==> src/rtl/sc_pkg.sv <==
// sc_pkg: shared state encoding and width helpers for the stochastic stream decoder.
package sc_pkg;

    typedef enum logic [1:0] {IDLE, FLUSH, COUNT, DONE} state_t;

    function automatic int count_width(input int win_log2);
        return win_log2 + 1;
    endfunction

    localparam int DEF_WIN_LOG2   = 8;
    localparam int DEF_SCALE_LOG2 = 4;
    localparam int SUM_WIDTH      = count_width(DEF_WIN_LOG2) + DEF_SCALE_LOG2;

endpackage

==> src/rtl/sc_window_counter.sv <==
// sc_window_counter: enabled up-counter whose tc flags the enable that consumes the LIMIT-th event.
module sc_window_counter #(
    parameter int LIMIT = 4,
    parameter int W     = (LIMIT < 2) ? 1 : $clog2(LIMIT + 1)
) (
    input  logic clk,
    input  logic rst,
    input  logic clr,
    input  logic en,
    output logic tc
);

    localparam logic [W-1:0] LAST = W'(LIMIT - 1);

    logic [W-1:0] cnt;

    always_ff @(posedge clk) begin
        if (rst || clr)
            cnt <= '0;
        else if (en)
            cnt <= cnt + 1'b1;
    end

    assign tc = en && (cnt == LAST);

endmodule

==> src/rtl/sc_stream_decoder.sv <==
// sc_stream_decoder: counts ones in a 2^WIN_LOG2 window of a unipolar stochastic stream after
// skipping SKIP fill bits, and presents raw and rescaled counts on a valid/ready output.
module sc_stream_decoder
    import sc_pkg::*;
#(
    parameter int WIN_LOG2   = DEF_WIN_LOG2,
    parameter int SCALE_LOG2 = DEF_SCALE_LOG2,
    parameter int SKIP       = 4
) (
    input  logic                                         clk,
    input  logic                                         rst,
    input  logic                                         start,
    input  logic                                         bit_in,
    input  logic                                         bit_valid,
    output logic                                         busy,
    output logic                                         out_valid,
    input  logic                                         out_ready,
    output logic [count_width(WIN_LOG2)-1:0]             out_count,
    output logic [count_width(WIN_LOG2)+SCALE_LOG2-1:0]  out_sum
);

    localparam int CW = count_width(WIN_LOG2);
    localparam int SW = CW + SCALE_LOG2;

    state_t        state, next;
    logic          go, skip_en, skip_tc, win_en, win_tc;
    logic [CW-1:0] ones, ones_nxt;

    assign go       = (state == IDLE) && start;
    assign skip_en  = (state == FLUSH) && bit_valid;
    assign win_en   = (state == COUNT) && bit_valid;
    assign ones_nxt = ones + CW'(bit_in);

    sc_window_counter #(.LIMIT(SKIP)) u_skip (
        .clk(clk), .rst(rst), .clr(go), .en(skip_en), .tc(skip_tc)
    );

    sc_window_counter #(.LIMIT(1 << WIN_LOG2), .W(CW)) u_window (
        .clk(clk), .rst(rst), .clr(go), .en(win_en), .tc(win_tc)
    );

    always_ff @(posedge clk) begin
        if (rst)
            state <= IDLE;
        else
            state <= next;
    end

    always_comb begin
        next = state;
        case (state)
            IDLE:    next = go ? ((SKIP > 0) ? FLUSH : COUNT) : IDLE;
            FLUSH:   next = skip_tc ? COUNT : FLUSH;
            COUNT:   next = win_tc ? DONE : COUNT;
            DONE:    next = out_ready ? IDLE : DONE;
            default: next = IDLE;
        endcase
    end

    always_ff @(posedge clk) begin
        if (rst || go)
            ones <= '0;
        else if (win_en)
            ones <= ones_nxt;
    end

    // Result registers capture the final bit too, and hold across the handshake until the next result.
    always_ff @(posedge clk) begin
        if (rst) begin
            out_count <= '0;
            out_sum   <= '0;
        end else if (win_tc) begin
            out_count <= ones_nxt;
            out_sum   <= SW'(ones_nxt) << SCALE_LOG2;
        end
    end

    assign busy      = state != IDLE;
    assign out_valid = state == DONE;

endmodule

==> config.mk <==
export PLATFORM = sky130hd
export DESIGN_NAME = sc_stream_decoder
export DESIGN_NICKNAME = d
export VERILOG_FILES = /design/src/rtl/sc_pkg.sv /design/src/rtl/sc_window_counter.sv /design/src/rtl/sc_stream_decoder.sv
export SDC_FILE = /design/constraint.sdc
export NUM_CORES = 1
export LEC_CHECK = 0
export ABC_CLOCK_PERIOD_IN_PS = 2200
export CAP_MARGIN = 20
export CORE_ASPECT_RATIO = 0.8
export CORE_MARGIN = 1.5
export CORE_UTILIZATION = 30
export DETAILED_ROUTE_END_ITERATION = 16
export SLEW_MARGIN = 10
export SYNTH_ARGS = -nofsm -noshare
export SYNTH_HDL_FRONTEND = slang
export SYNTH_SLANG_ARGS = --single-unit
==> constraint.sdc <==
create_clock -name clk -period 2.2 [get_ports clk]
set_clock_uncertainty 0.05 [all_clocks]
set_input_delay 0.55 -clock clk [delete_from_list [all_inputs] [get_ports clk]]
set_output_delay 0.55 -clock clk [all_outputs]
set_load 0.05 [all_outputs]
==> summary.md, run 1 <==
| Metric | Value |
|---|---|
| Status | `finished clean` |
| Nature of the critical path startpoint | `register` |
| First-pass GRT wire length | `5354 um` |
| Switching share of total power | `roughly 23%` |
| Die Span Y | `69.67 um` |
| RSZ-0062 raised after global routing | `no` |
| Routability cong. | `roughly 0.75` |
| Die X | `86.33 um` |
| Post-route cell area | `between 0.002 and 0.0025 mm2` |
| Critical path required time | `between 1.5 and 2 ns` |
| WHS | `~0.41 ns` |
| Post-CTS Resized | `0` |
| GRT Overall Usage | `11.66%` |
| Hold_buf cts | `0` |
| Commonest non-fill, non-tap cell in the layout | `dfxtp_1` |
| Seq/Total Area, Yosys | `38.44%` |
| GRT overflow | `0` |
| Final WL | `roughly 3200 um` |
| DRC | `0` |
| H-Tree Depth | `2` |
| Pwr Density | `549.1 mW/mm2` |
| # rows | `24` |
| Hold Vio Cnt, Final | `0` |
| Pleak | `~0.7 nW` |
| Total Nets Final | `~220` |
| WP buf/inv | `1` |
| DP Area | `0.001944 mm2` |
| Commonest non-fill, non-tap cells in the layout | `dfxtp_1 (32), clkdlybuf4s50_1 (23), nor2_1 (17)` |
| Slowest cell on crit path | `clkdlybuf4s50_1` |
| Initial antenna violation count | `0` |
| Layout cell share with drive strength beyond 1 | `12.08%` |
| # setup viols final | `0` |
| Max-slew violation count | `0` |
| CTS Root Cell | `clkbuf_8` |
| Clk Latency, worst-skew pair | `0.29 ns` |
| N_diodes | `0` |
| Starting Density | `between 30 and 40%` |
| Core box area | `0.005405 mm2` |
| Die footprint | `0.006014 mm2` |
| I/O pins | `30` |
| Hold Path Depth | `2` |
| Hold Path End | `ones[0]` |
| Syn_area_per_cell | `between 9 and 10 um2` |
| Critical path type | `register to output pin` |
| Slew headroom | `66.69%` |
| CTS Buf Count | `5` |
| Critical R2R Capture | `out_count[8]` |
| 1st-pass router iterations | `4` |
| Detailed Place HPWL | `approximately 2200 um` |
| Overall power | `1.117 mW` |
| Number of fill cells in the layout | `572` |
| Total vias in the final route | `1326` |
| ANT nets after route | `0` |
| Non-filler instance count after layout | `272` |
| Fin Setup TNS | `0 ns` |
| Postcts setup bufs | `0` |
| Reg2reg setup slack | `just under 0.4 ns` |
| CP max stage delay | `0.82 ns` |
| TritonCTS clock tree | `done` |
| Sequential share of power | `52.5%` |
| F_max | `484.3 MHz` |
| Worst-path maximum fanout | `3` |
| Worst vdd ir | `202.7 uV` |
| WP data arrival | `around 1.5 ns` |
| Clk network pwr share | `41.2%` |
| Vias/cell | `slightly below 5` |
| R2R Path Start | `u_window.cnt[0]` |
| Internal power | `0.8634 mW` |
| Netlist cell types | `35` |
| Input/output buffers | `25` |
| Area growth, synth to finish | `22.07%` |
| Worst reg-to-reg path cell count | `8` |
| Psw | `0.2537 mW` |
| Wire per inst | `11.69 um` |
| Final setup margin | `roughly 0.14 ns` |
| Initial DRC Count | `42` |
| Syn Std Cell Area | `0.001667 mm2` |
| Combinational share of power | `6.3%` |
| Tcrit/Tclk final | `93.86%` |
| Vias in the first global route | `around 1200` |
| Slew @ Worst Pin | `approximately 0.50 ns` |
| Cell count after synthesis | `184` |
| Place WS | `-0.1286 ns` |
| Delay-heaviest family, CP | `buffers and inverters` |
| Worst hold path type | `register to register` |
| Max clock buf depth | `2` |
| Clock sink count | `32` |
| Clock Pin Slew Worst Setup and Hold Paths | `0.06 ns` |
| Yosys Warn Count | `0` |
| Cells after DPL | `264` |
| Largest net degree at the start of global routing | `21` |
| Critical path cell sequence | `clkdlybuf4s50_1` |
| Critical Path Sink Type | `output pin` |
| Final core occ | `~38%` |
| Max_cap viols | `0` |
| Register bit count reported by yosys | `32` |
| Hold_sp | `ones[0]` |
| Tmin final | `slightly above 2 ns` |
registers in the layout, indices dropped and copies added (netlist names):
register and cells:
u_skip.cnt 3, state 2, u_window.cnt 9, out_count 9
ones 9
power by group through the flow:
| stage | Combinational, mW | Sequential (mW) | Clock (mW) |
|---|---|---|---|
| finish | 0.0705 | 0.586 | 0.461 |
| detailed placement | 0.0711 | 0.599 | 0 |
| CTS | 0.0711 | 0.586 | 0.485 |
| floorplan | 0.0539 | 0.596 | 0 |
| global route | 0.0751 | 0.586 | 0.508 |
| global placement | 0.0705 | 0.598 | 0 |
layout make-up:
class | instances | area, um2 | area share [%]
Multi-Input combinational cell | 126 | 842.1 | 41.39
Inverter | 6 | 22.52 | 1.107
Sequential cell | 32 | 640.6 | 31.49
Clock buffer | 8 | 90.09 | 4.428
Timing Repair Buffer | 35 | 357.8 | 17.59
Tap cell | 65 | 81.33 | 3.998
tightest hold or removal path, delay by kind of cell, from the launching register on:
family | cells | cell delay [ns]
compound gates | 1 | 0.05
simple gates | 1 | 0.05
flops | 1 | 0.31
cells in the mapped netlist:
master	number	area share (%)
nor2_1	17	3.8
nand4_2	1	0.75
and3b_1	1	0.53
and4b_1	1	0.60
nand3_1	6	1.8
conb_1	1	0.23
nand4b_1	2	1.1
nand2_1	11	2.5
nand3_2	1	0.60
nor2b_1	2	0.75
buf_6	4	2.7
o21ai_0	8	2.4
a211oi_1	5	2.3
nand3b_1	2	0.90
buf_4	14	6.3
nand2b_1	1	0.38
ha_1	6	4.5
dfxtp_1	32	38
mux2i_1	5	3.0
nor4_1	1	0.38
xor2_1	5	2.6
a221oi_1	1	0.53
inv_1	6	1.4
or4_1	7	3.2
nand3b_4	1	1.2
a311oi_2	2	1.8
o31ai_1	7	3.2
nand4_1	2	0.75
a21oi_1	13	3.9
buf_2	3	0.90
or3b_2	2	1.1
clkbuf_1	2	0.45
xnor2_1	2	1.1
or3_1	7	2.6
a311oi_1	3	1.6
routing by layer:
layer | part of all wire, % | routed length [um] | up-vias | GRT usage, %
li1 | - | - | 688 | -
met1 | 49 | 1553 | 607 | 14.00
met2 | 44 | 1415 | 23 | 17.88
met3 | 4.1 | 129 | 8 | 3.929
met4 | 2.6 | 82 | 0 | 6.989
met5 | 0 | 0 | - | 0
worst max path at each step:
stage | end | start | slack [ns] | cells past startpoint
after floorplan | out_valid | state[1] | 0.35 | 2
after global placement | out_count[8] | bit_in | -0.08 | 6
after detailed placement | out_count[8] | bit_in | -0.13 | 6
after CTS | out_sum[5] | out_count[1] | 0.11 | 1
after global routing | out_count[8] | bit_in | 0.04 | 6
final | out_sum[5] | out_count[1] | 0.14 | 1
cell families (layout without fill, tap and decap cells):
family                     Yosys count  after routing  share of synthesized area (%)
AOI/OAI and AO/OA                   39             39                          15.62
xor gates and xnor gates             7              7                          3.679
adders and majority gates            6              6                          4.504
buffers and inverters               29             49                          11.71
DFF                                 32             32                          38.44
muxes                                5              5                          3.003
other                                1              4                         0.2250
and+or+nand+nor                     65             65                          22.82
No activity file was read; power rests on OpenSTA's default activity.
==> inputs of run 2 (changes only) <==
CAP_MARGIN = default   (was 20)
CORE_UTILIZATION = 25   (was 30)
SLEW_MARGIN = 20   (was 10)
==> run 2 against run 1 <==
Against the previous run: utilization down 5.2 points; combinational power is essentially flat; largest cell class unchanged; sequential share of layout area fell by 0.68 points; die area grew 19%; clock power up 24%; fmax fell by 0.13%; critical path type unchanged.
==> summary.md, run 2 (synthesis gave the netlist of run 1 again) <==
| Metric | Value |
|---|---|
| Starting Density | `26.01%` |
| RSZ-0062 raised after global routing | `no` |
| Cells after DPL | `283` |
| Slew headroom | `about two thirds` |
| Tmin final | `2.068 ns` |
| Final WL | `3179 um` |
| Vias/cell | `4.581` |
| Input/output buffers | `25` |
| Postcts setup bufs | `0` |
| Die footprint | `0.007168 mm2` |
| Core box area | `0.006409 mm2` |
| CTS Root Cell | `clkbuf_8` |
| Delay-heaviest family, CP | `buffers and inverters` |
| WP buf/inv | `1` |
| ANT nets after route | `0` |
| Top Registers | `ones (9), out_count (9), u_window.cnt (9)` |
| Routability cong. | `0.7358` |
| H-Tree Depth | `2` |
| Hold_buf cts | `0` |
| Post-route cell area | `0.002079 mm2` |
| N_diodes | `0` |
| Hold Vio Cnt, Final | `0` |
| DRC | `0` |
| Worst vdd ir | `211.7 uV` |
| Clock Pin Slew Worst Setup and Hold Paths | `0.07 ns` |
| Area growth, synth to finish | `24.77%` |
| Die Span Y | `around 76 um` |
| I/O pins | `30` |
| Vias in the first global route | `1137` |
| Commonest non-fill, non-tap cells in the layout | `dfxtp_1 (32), clkdlybuf4s50_1 (23), nor2_1 (17)` |
| F_max | `483.7 MHz` |
| Pleak | `0.6957 nW` |
| CTS Buf Count | `5` |
| Clock sink count | `32` |
| Critical path required time | `between 1.5 and 2 ns` |
| # setup viols final | `0` |
| Overall power | `1.227 mW` |
| Slowest cell on crit path | `clkdlybuf4s50_1` |
| GRT overflow | `0` |
| Clk Latency, worst-skew pair | `0.29 ns` |
| CP max stage delay | `0.81 ns` |
| Max clock buf depth | `2` |
| TritonCTS clock tree | `done` |
| Critical path type | `register to output pin` |
| Slew @ Worst Pin | `a little under 0.5 ns` |
| Hold_sp | `ones[0]` |
| Detailed Place HPWL | `~2300 um` |
| Initial antenna violation count | `0` |
| WP data arrival | `around 1.5 ns` |
| Worst hold path type | `register to register` |
| Non-filler instance count after layout | `roughly 290` |
| Worst-path maximum fanout | `3` |
| Critical Path Sink Type | `output pin` |
| Largest net degree at the start of global routing | `21` |
| Post-CTS Resized | `0` |
| # rows | `26` |
| Die X | `94.29 um` |
| Commonest non-fill, non-tap cell in the layout | `dfxtp_1` |
| Critical path cell sequence | `clkdlybuf4s50_1` |
| Pwr Density | `between 500 and 600 mW/mm2` |
| GRT Overall Usage | `9.561%` |
| First-pass GRT wire length | `5313 um` |
| Layout cell share with drive strength beyond 1 | `13.04%` |
| Initial DRC Count | `22` |
| 1st-pass router iterations | `6` |
| Max-slew violation count | `0` |
| Tcrit/Tclk final | `93.98%` |
| Total Nets Final | `218` |
| Max_cap viols | `0` |
| DP Area | `0.001968 mm2` |
| Wire per inst | `10.92 um` |
| R2R Path Start | `u_window.cnt[0]` |
| Status | `finished clean` |
| Nature of the critical path startpoint | `register` |
| Total vias in the final route | `1333` |
| Crit path from | `out_count[0]` |
run 2: per-stage QoR:
stage	TNS [ns]	hold slack (ns)	worst slack, ns	utilization, %
2_1_floorplan	0	0.3900	0.3527	-
3_3_place_gp	-0.1492	0.3994	-0.08243	30.71
3_5_place_dp	-0.3293	0.4038	-0.1115	30.71
4_1_cts	0	0.4142	0.1068	32.45
5_1_grt	0	0.4385	0.06245	32.45
6_report	0	0.4130	0.1324	32.45
run 2: power by group:
part / switching (mW) / internal (mW) / leakage [nW]
combinational: 0.0437 / 0.0271 / 0.384
clock: 0.236 / 0.335 / 0.0541
sequential: 0.00384 / 0.581 / 0.258
total: 0.283 / 0.943 / 0.696
run 2: cell type report:
class                      instances  area [um2]
clock buffer                       5       68.82
clock inverter                     3       42.54
fill                             685        4329
inverter                           6       22.52
multi-input combinational        126       842.1
sequential                        32       640.6
tap                               84       105.1
timing repair buffer              35       357.8
run 2: path summary, 6_finish.rpt:
| path | to | slack, ns | depth (start not counted) |
|---|---|---|---|
| hold reg to reg | ones[0] | 0.41 | 2 |
| hold / removal | ones[0] | 0.41 | 2 |
| setup / recovery | out_count[0] | 0.13 | 1 |
| setup reg to reg | out_count[8] | 0.42 | 8 |
run 2: routing by layer:
layer / track usage, % / wire length, um / vias up
met2: 13.74 / 1399 / 30
met5: 0 / 0 / -
met3: 3.293 / 155 / 7
li1: - / - / 687
met1: 12.52 / 1565 / 609
met4: 4.925 / 59 / 0
==> inputs of run 3 (changes only) <==
CTS_CLUSTER_DIAMETER = 50   (was default)
==> results of run 3 <==
Final layout, timing and power as in run 2 (identical DEF).
